[src/rtl/cram_frame_loader.sv]
// Config-RAM frame loader: powers up the 16 row supplies, clears the 16x4 CRAM and writes 16-nibble frames row by row.
// Optional readback path compiled in with `define CRAM_FRAME_LOADER_RDBK_EN.
module cram_frame_loader #(
  parameter int WL_PULSE   = 3,
  parameter int CLR_CYCLES = 4,
  parameter int PWR_CYCLES = 8
) (
  input  logic        clk,
  input  logic        reset_b,
`ifdef CRAM_FRAME_LOADER_RDBK_EN
  input  logic [3:0]  bl_in,
  input  logic        start_rd,
  output logic [3:0]  rd_data,
  output logic        rd_valid,
`endif
  input  logic        start_clr,
  input  logic        start_wr,
  input  logic [3:0]  cfg_data,
  input  logic        cfg_valid,
  input  logic        cfg_last,
  output logic        cfg_ready,
  output logic [15:0] wl,
  output logic [15:0] pgate,
  output logic [15:0] cram_reset_b,
  output logic [15:0] vdd_cntl,
  output logic [3:0]  bl_out,
  output logic        bl_oe,
  output logic        prog,
  output logic        busy,
  output logic        done,
  output logic        err
);

  typedef enum logic [2:0] {
    S_PWR,
    S_IDLE,
    S_CLEAR,
    S_WAIT_D,
    S_SETUP,
    S_PULSE,
    S_HOLD
`ifdef CRAM_FRAME_LOADER_RDBK_EN
    , S_RDBK
`endif
  } state_t;

  localparam logic [7:0] PWR_LAST = 8'(PWR_CYCLES - 1);
  localparam logic [7:0] CLR_LAST = 8'(CLR_CYCLES - 1);
  localparam logic [7:0] WL_LAST  = 8'(WL_PULSE - 1);

  state_t      state_q, state_d;
  logic [7:0]  cnt_q, cnt_d;
  logic [3:0]  row_q, row_d;
  logic        last_q, last_d;
  logic [15:0] vdd_q, vdd_d;
  logic [15:0] crst_q, crst_d;
  logic [15:0] wl_q, wl_d;
  logic [3:0]  bl_out_q, bl_out_d;
  logic        bl_oe_q, bl_oe_d;
  logic        ready_q, ready_d;
  logic        prog_q, prog_d;
  logic        done_q, done_d;
  logic        err_q, err_d;
`ifdef CRAM_FRAME_LOADER_RDBK_EN
  logic [3:0]  rd_data_q, rd_data_d;
  logic        rd_valid_q, rd_valid_d;
`endif

  always_comb begin
    state_d  = state_q;
    cnt_d    = cnt_q;
    row_d    = row_q;
    last_d   = last_q;
    vdd_d    = vdd_q;
    crst_d   = crst_q;
    wl_d     = wl_q;
    bl_out_d = bl_out_q;
    bl_oe_d  = bl_oe_q;
    ready_d  = ready_q;
    prog_d   = prog_q;
    done_d   = 1'b0;
    err_d    = err_q;
`ifdef CRAM_FRAME_LOADER_RDBK_EN
    rd_data_d  = rd_data_q;
    rd_valid_d = 1'b0;
`endif
    case (state_q)
      S_PWR: begin
        vdd_d = 16'h0000;
        if (cnt_q == PWR_LAST) begin
          state_d = S_IDLE;
          cnt_d   = 8'd0;
        end else begin
          cnt_d = cnt_q + 8'd1;
        end
      end
      S_IDLE: begin
        if (start_clr) begin
          state_d = S_CLEAR;
          crst_d  = 16'h0000;
          cnt_d   = 8'd0;
          err_d   = 1'b0;
          prog_d  = 1'b1;
        end else if (start_wr) begin
          state_d = S_WAIT_D;
          row_d   = 4'd0;
          ready_d = 1'b1;
          err_d   = 1'b0;
          prog_d  = 1'b1;
        end
`ifdef CRAM_FRAME_LOADER_RDBK_EN
        else if (start_rd) begin
          state_d = S_RDBK;
          row_d   = 4'd0;
          wl_d    = 16'h0001;
          bl_oe_d = 1'b0;
          cnt_d   = 8'd0;
          err_d   = 1'b0;
          prog_d  = 1'b1;
        end
`endif
      end
      S_CLEAR: begin
        if (cnt_q == CLR_LAST) begin
          state_d = S_IDLE;
          crst_d  = 16'hFFFF;
          done_d  = 1'b1;
          cnt_d   = 8'd0;
        end else begin
          cnt_d = cnt_q + 8'd1;
        end
      end
      S_WAIT_D: begin
        // bl_out only changes here, while every word-line is low
        if (cfg_valid && ready_q) begin
          state_d  = S_SETUP;
          bl_out_d = cfg_data;
          last_d   = cfg_last;
          ready_d  = 1'b0;
          bl_oe_d  = 1'b1;
        end
      end
      S_SETUP: begin
        state_d = S_PULSE;
        wl_d    = 16'h0001 << row_q;
        cnt_d   = 8'd0;
      end
      S_PULSE: begin
        if (cnt_q == WL_LAST) begin
          state_d = S_HOLD;
          wl_d    = 16'h0000;
          cnt_d   = 8'd0;
        end else begin
          cnt_d = cnt_q + 8'd1;
        end
      end
      S_HOLD: begin
        bl_oe_d = 1'b0;
        row_d   = row_q + 4'd1;
        if (row_q == 4'd15) begin
          // a missing last marker still completes the frame, but keeps prog high
          state_d = S_IDLE;
          done_d  = 1'b1;
          err_d   = err_q | ~last_q;
          prog_d  = ~last_q;
        end else if (last_q) begin
          state_d = S_IDLE;
          err_d   = 1'b1;
        end else begin
          state_d = S_WAIT_D;
          ready_d = 1'b1;
        end
      end
`ifdef CRAM_FRAME_LOADER_RDBK_EN
      S_RDBK: begin
        if (cnt_q == WL_LAST) begin
          rd_data_d  = bl_in;
          rd_valid_d = 1'b1;
          cnt_d      = 8'd0;
          row_d      = row_q + 4'd1;
          if (row_q == 4'd15) begin
            state_d = S_IDLE;
            wl_d    = 16'h0000;
            done_d  = 1'b1;
          end else begin
            wl_d = wl_q << 1;
          end
        end else begin
          cnt_d = cnt_q + 8'd1;
        end
      end
`endif
      default: state_d = S_PWR;
    endcase
  end

  // Async reset drops every word-line immediately, even mid-pulse
  always_ff @(posedge clk or negedge reset_b) begin
    if (!reset_b) begin
      state_q  <= S_PWR;
      cnt_q    <= 8'd0;
      row_q    <= 4'd0;
      last_q   <= 1'b0;
      vdd_q    <= 16'hFFFF;
      crst_q   <= 16'hFFFF;
      wl_q     <= 16'h0000;
      bl_out_q <= 4'd0;
      bl_oe_q  <= 1'b0;
      ready_q  <= 1'b0;
      prog_q   <= 1'b1;
      done_q   <= 1'b0;
      err_q    <= 1'b0;
`ifdef CRAM_FRAME_LOADER_RDBK_EN
      rd_data_q  <= 4'd0;
      rd_valid_q <= 1'b0;
`endif
    end else begin
      state_q  <= state_d;
      cnt_q    <= cnt_d;
      row_q    <= row_d;
      last_q   <= last_d;
      vdd_q    <= vdd_d;
      crst_q   <= crst_d;
      wl_q     <= wl_d;
      bl_out_q <= bl_out_d;
      bl_oe_q  <= bl_oe_d;
      ready_q  <= ready_d;
      prog_q   <= prog_d;
      done_q   <= done_d;
      err_q    <= err_d;
`ifdef CRAM_FRAME_LOADER_RDBK_EN
      rd_data_q  <= rd_data_d;
      rd_valid_q <= rd_valid_d;
`endif
    end
  end

  assign cfg_ready    = ready_q;
  assign wl           = wl_q;
  assign pgate        = wl_q;
  assign cram_reset_b = crst_q;
  assign vdd_cntl     = vdd_q;
  assign bl_out       = bl_out_q;
  assign bl_oe        = bl_oe_q;
  assign prog         = prog_q;
  assign busy         = (state_q != S_IDLE);
  assign done         = done_q;
  assign err          = err_q;
`ifdef CRAM_FRAME_LOADER_RDBK_EN
  assign rd_data      = rd_data_q;
  assign rd_valid     = rd_valid_q;
`endif

endmodule

[config.mk]
export PLATFORM = sky130hd
export DESIGN_NAME = cram_frame_loader
export DESIGN_NICKNAME = d
export VERILOG_FILES = /design/src/rtl/cram_frame_loader.sv
export SDC_FILE = /design/constraint.sdc
export NUM_CORES = 1
export LEC_CHECK = 0
export ABC_AREA = 0
export CAP_MARGIN = 30
export CORE_MARGIN = 2
export CORE_UTILIZATION = 50
export CTS_CLUSTER_DIAMETER = 120
export DETAILED_ROUTE_END_ITERATION = 8
export HOLD_SLACK_MARGIN = 0.06
export PLACE_DENSITY = 0.85
export SYNTH_ARGS = -nofsm -noshare
export SYNTH_HDL_FRONTEND = slang
export SYNTH_SLANG_ARGS = --single-unit
[constraint.sdc]
create_clock -name clk -period 4.1 [get_ports clk]
set_input_delay 0.82 -clock clk [delete_from_list [all_inputs] [get_ports clk]]
set_output_delay 0.82 -clock clk [all_outputs]
set_load 0.05 [all_outputs]
# After elaboration in Yosys (flattened, before gate mapping)
# Cells that the tools add are included.
[classes]
add_sub_neg = 2
n_eq_ne = 23
n_mux = 41
bitwise = 2
reduce_logical = 18
shift = 1
[ops]
columns = ["op", "n"]
rows = [
  ["case mux 16 bit (2 select lines)", 2],
  ["2-to-1 mux 16 bit", 3],
  ["case mux 8 bit (5 select lines)", 1],
  ["2-to-1 mux 8 bit", 4],
  ["case mux 3 bit (7 select lines)", 1],
  ["!= test 2 bit, second input constant", 10],
  ["2-to-1 mux 3 bit", 6],
  ["equality test 8 x 2 -> 1 bit, second input constant", 2],
  ["left shift 1 x 4 -> 16 bit, first input constant", 1],
  ["2-to-1 mux 1 bit", 14],
  ["AND reduction 3 bit", 4],
  ["equality test 3 bit, second input constant", 3],
  ["adder 8 x 1 -> 8 bit, second input constant", 1],
  ["equality test 8 x 3 -> 1 bit, second input constant", 1],
  ["2-to-1 mux 4 bit", 2],
  ["case mux 1 bit (2 select lines)", 4],
  ["case mux 4 bit (2 select lines)", 1],
  ["AND reduction 2 bit", 4],
  ["nonzero test 2 bit", 4],
  ["equality test 3 x 2 -> 1 bit, second input constant", 2],
  ["!= test 3 bit, second input constant", 2],
  ["AND reduction 6 bit", 1],
  ["AND reduction 5 bit", 1],
  ["nonzero test 5 bit", 1],
  ["11 further kinds", 12],
]
[word_totals]
register_bits = 73
out_inout_bits = 74

# Logic depth before layout (Yosys ltp)
[depth]
ltp_word = 4
ltp_mapped = 8
mapped_depth_nobuf = 7

# Least setup slack after synthesis
# OpenSTA, ideal clock, no wires.
[synth_timing]
kind = "reg2out"
start = "reg state_q[2]"
end = "out busy"
required_time_ns = 3.280
path_stages_with_launch = 5
slack_ns = 2.170
t_arrival_ns = 1.110
cell_sequence = "dfrtp_1 -> buf_2 -> nand2b_1 -> nor2_1 -> inv_1"
[synth_between]
elab_chain_cells = 1
[synth_rtl]
columns = ["item", "line", "source"]
rows = [
  ["from (decl)", "51", "state_t state_q, state_d;"],
  ["from (signal assigned)", "218", "state_q <= state_d;"],
  ["!= test 3 x 1 -> 1 bit", "246", "assign busy = (state_q != S_IDLE);"],
  ["to (decl)", "29", "output logic busy,"],
]
# No other way between the ends.

# Worst setup path after layout
# Ends and elaborated chain as after synthesis.

==> impl_results.md <==
* CP startpoint kind: flip-flop
* Reg2Reg Setup Slack at just under 2 ns
* Latest clock arrival within the worst-skew pair at 0.31 ns
* Ports at between 80 and 90
* Netlist cell types at 50
* Area growth syn-to-layout at 22.1%
* Fin cells at just under 400
* Mapped cell area at ~2700 µm²
* Reg2reg end: cnt_q[1]$_DFFE_PN0P_
* Max_slew headroom at between 50% and 60%
* RSZ-0062 raised after global routing: no
* Commonest non-fill, non-tap cell in the layout: clkdlybuf4s50_1
* Post-Route WL at between 5 and 6 mm
* Commonest non-fill, non-tap cells in the layout: 82 x clkdlybuf4s50_1, 46 x nand2_1, 40 x dfrtp_1
* Mapped Cells at 287
* Largest net degree at the start of global routing at 44
* CP max stage cell: clkdlybuf4s50_1
* Worst setup startpoint: state_q[2]$_DFFE_PN0P_
* Critical Path, Cell by Cell: nand2b_1, nor2_1, inv_1, clkdlybuf4s50_1
* Post-CTS Resized at 0
* Area of the multi-input gates at 1100 µm²
* Total GRT Usage at ~19%
* Req. time, crit path at 3.28 ns
* Final Net Count at 339
* Syn Area/Cell at roughly 9.3 µm²
* Post-synth ARST share at 100%
* Initial antenna violation count at 0
* CP max stage delay at around 0.72 ns
* Post-DP HPWL at around 4.0 mm
* Layout Skew at 0.00881 ns
* Syn Nets at between 300 and 400
* Vias/cell at ~5.2
* FF-to-FF Start: state_q[1]$_DFFE_PN0P_
* Tmin final at roughly 3.1 ns
* Core area at just over 5000 µm²
* Die Ht at between 70 and 80 µm
* Worst Max-Slew Pin Slew at just under 0.7 ns
* Seq cells post-synth at 43
* Clk buf depth at 2
* Dpl cell area at 3150 µm²
* Predominant post-synthesis flop cell: dfrtp_1
* Die Area at 5930 µm²
* Worst vdd ir at about 0.00018 V
* R2r worst-path depth at 4
* Post-synth EDFFs at 0
* Part of the cycle the worst path needs at 75.2%
* CTS root buffer: clkbuf_8
* Iter 0 DRT Violations at 124
* CP endpoint kind: primary output
* CP Class: reg -> out
* Hold crit path type: in -> async
* Clock slew at reported path FFs at around 0.09 ns
* Placed Instances at between 300 and 400
* TritonCTS Sinks at 43
* Endpoints failing setup at 0
* Gr ovfl total at 0
* # H-tree levels at 2
* Share of layout cells above drive strength 1 at approximately an eighth
* Seq/Total Area, Yosys at roughly two fifths
* # port buffers at between 80 and 90
* Max Clock Freq at roughly 320 MHz
* Final Cell Area at around 3300 µm²
* Initial Util at between 50% and 60%
* Family with the most delay on the worst path: buffers and inverters
* Register Area at between 1000 and 1500 µm²
* Drt drc at 0
* Power Density at about 220 nW/µm²
* ANT nets after route at 0
* DRT Pass-1 Iters at 4
* Rows at 26
* Post-CTS setup buffer count at 0
* Max Fanout on Critical Path at 17
* Max Slew Vio Count at 0
* Max cap viols at 0
* Outcome: finished clean
* CTS Buf Count at 5
* DR WL/cell at between 10 and 15 µm
* Leakage at 1.43 nW
* Hold Fails Final Rpt at 0
* Hold Buf Count CTS at 0
* Crit path buf inv count at 2
* Power, Total at 712 µW
* First-pass GRT wire length at approximately 9 mm
* Global placer's final weighted congestion at roughly 0.86
* Yosys warning total at 0
* Die extent in x at between 70 and 80 µm
* TNS Setup at 0 ns
* Vias in the first global route at between 1.5k and 2k
* TritonCTS clock tree: built
* Arrival @ worst endpoint at roughly 2.3 ns
* Fill cell count at between 400 and 500
* Via count at around 2.1k
* Number of diodes at 0
-- sequential cells by signal, summed over array words and instances (netlist names), 3 cells and up --
register	flops
pgate	16
cnt_q	8
bl_out	4
row_q	4
state_q	3
-- logic make-up (layout without fill, tap and decap cells) --
logic type	count (synthesis)	after routing	synth area share, %
and+or+nand+nor	91	91	16.7
buffers and inverters	71	106	18.3
AOI/OAI and AO/OA	64	64	16.9
DFF	43	43	40.5
adders and majority gates	8	8	3.76
muxes	8	8	3.24
xor gates and xnor gates	2	2	0.657
-- power breakdown --
part	switching [mW]	total, mW	internal [mW]
clock	0.148	0.267	0.119
combinational	0.0112	0.0208	0.00959
sequential	0	0.424	0.424
-- final cells by class --
cell class              instances  share of cell area (%)
flip-flops and latches         43                    33.2
inverters                      13                    1.50
multi-input cells             173                    33.8
repair buffers                 85                    26.2
clock buffers                   6                    2.23
well taps                      70                    2.69
clock inverters                 2                   0.385
-- per-stage QoR --
| step | hold slack [ns] | utilization, % | worst slack, ns |
|---|---|---|---|
| CTS | 0.483 | 62.9 | 1.02 |
| detailed placement | 0.468 | 61.2 | 1.37 |
| finish | 0.301 | 63.3 | 1.02 |
| global placement | 0.463 | 61.2 | 1.43 |
| floorplan | 0.443 | - | 2.17 |
| global route | 0.290 | 63.3 | 0.882 |
-- cell usage after synthesis (4+ instances only) --
cell type | number | area, µm²
nand3_1 | 12 | 60.1
o21ai_0 | 11 | 55.1
a31oi_1 | 4 | 25.0
dfrtp_1 | 40 | 1000
buf_2 | 4 | 20.0
nand2_1 | 46 | 173
a21oi_1 | 8 | 40.0
o22ai_1 | 4 | 25.0
o21ai_2 | 14 | 123
mux2_2 | 5 | 56.3
inv_1 | 13 | 48.8
nor2_1 | 6 | 22.5
buf_4 | 47 | 353
ha_1 | 8 | 100
-- worst max path at each step --
stage / to / slack [ns] / cells past startpoint
after detailed placement: busy / 1.37 / 4
final: busy / 1.02 / 4
after global routing: busy / 0.88 / 4
after global placement: busy / 1.43 / 4
after CTS: busy / 1.02 / 4
after floorplan: busy / 2.17 / 4
-- per-layer routing --
metal  vias to the layer above  share of wire, %  GRT usage, %
li1                       1016                 -             -
met1                       953                44          24.2
met2                        77                49          31.2
met3                         7               5.7          3.88
met4                         0               1.1          5.36
met5                         -                 0             0
(Power assumes the default switching activity.)
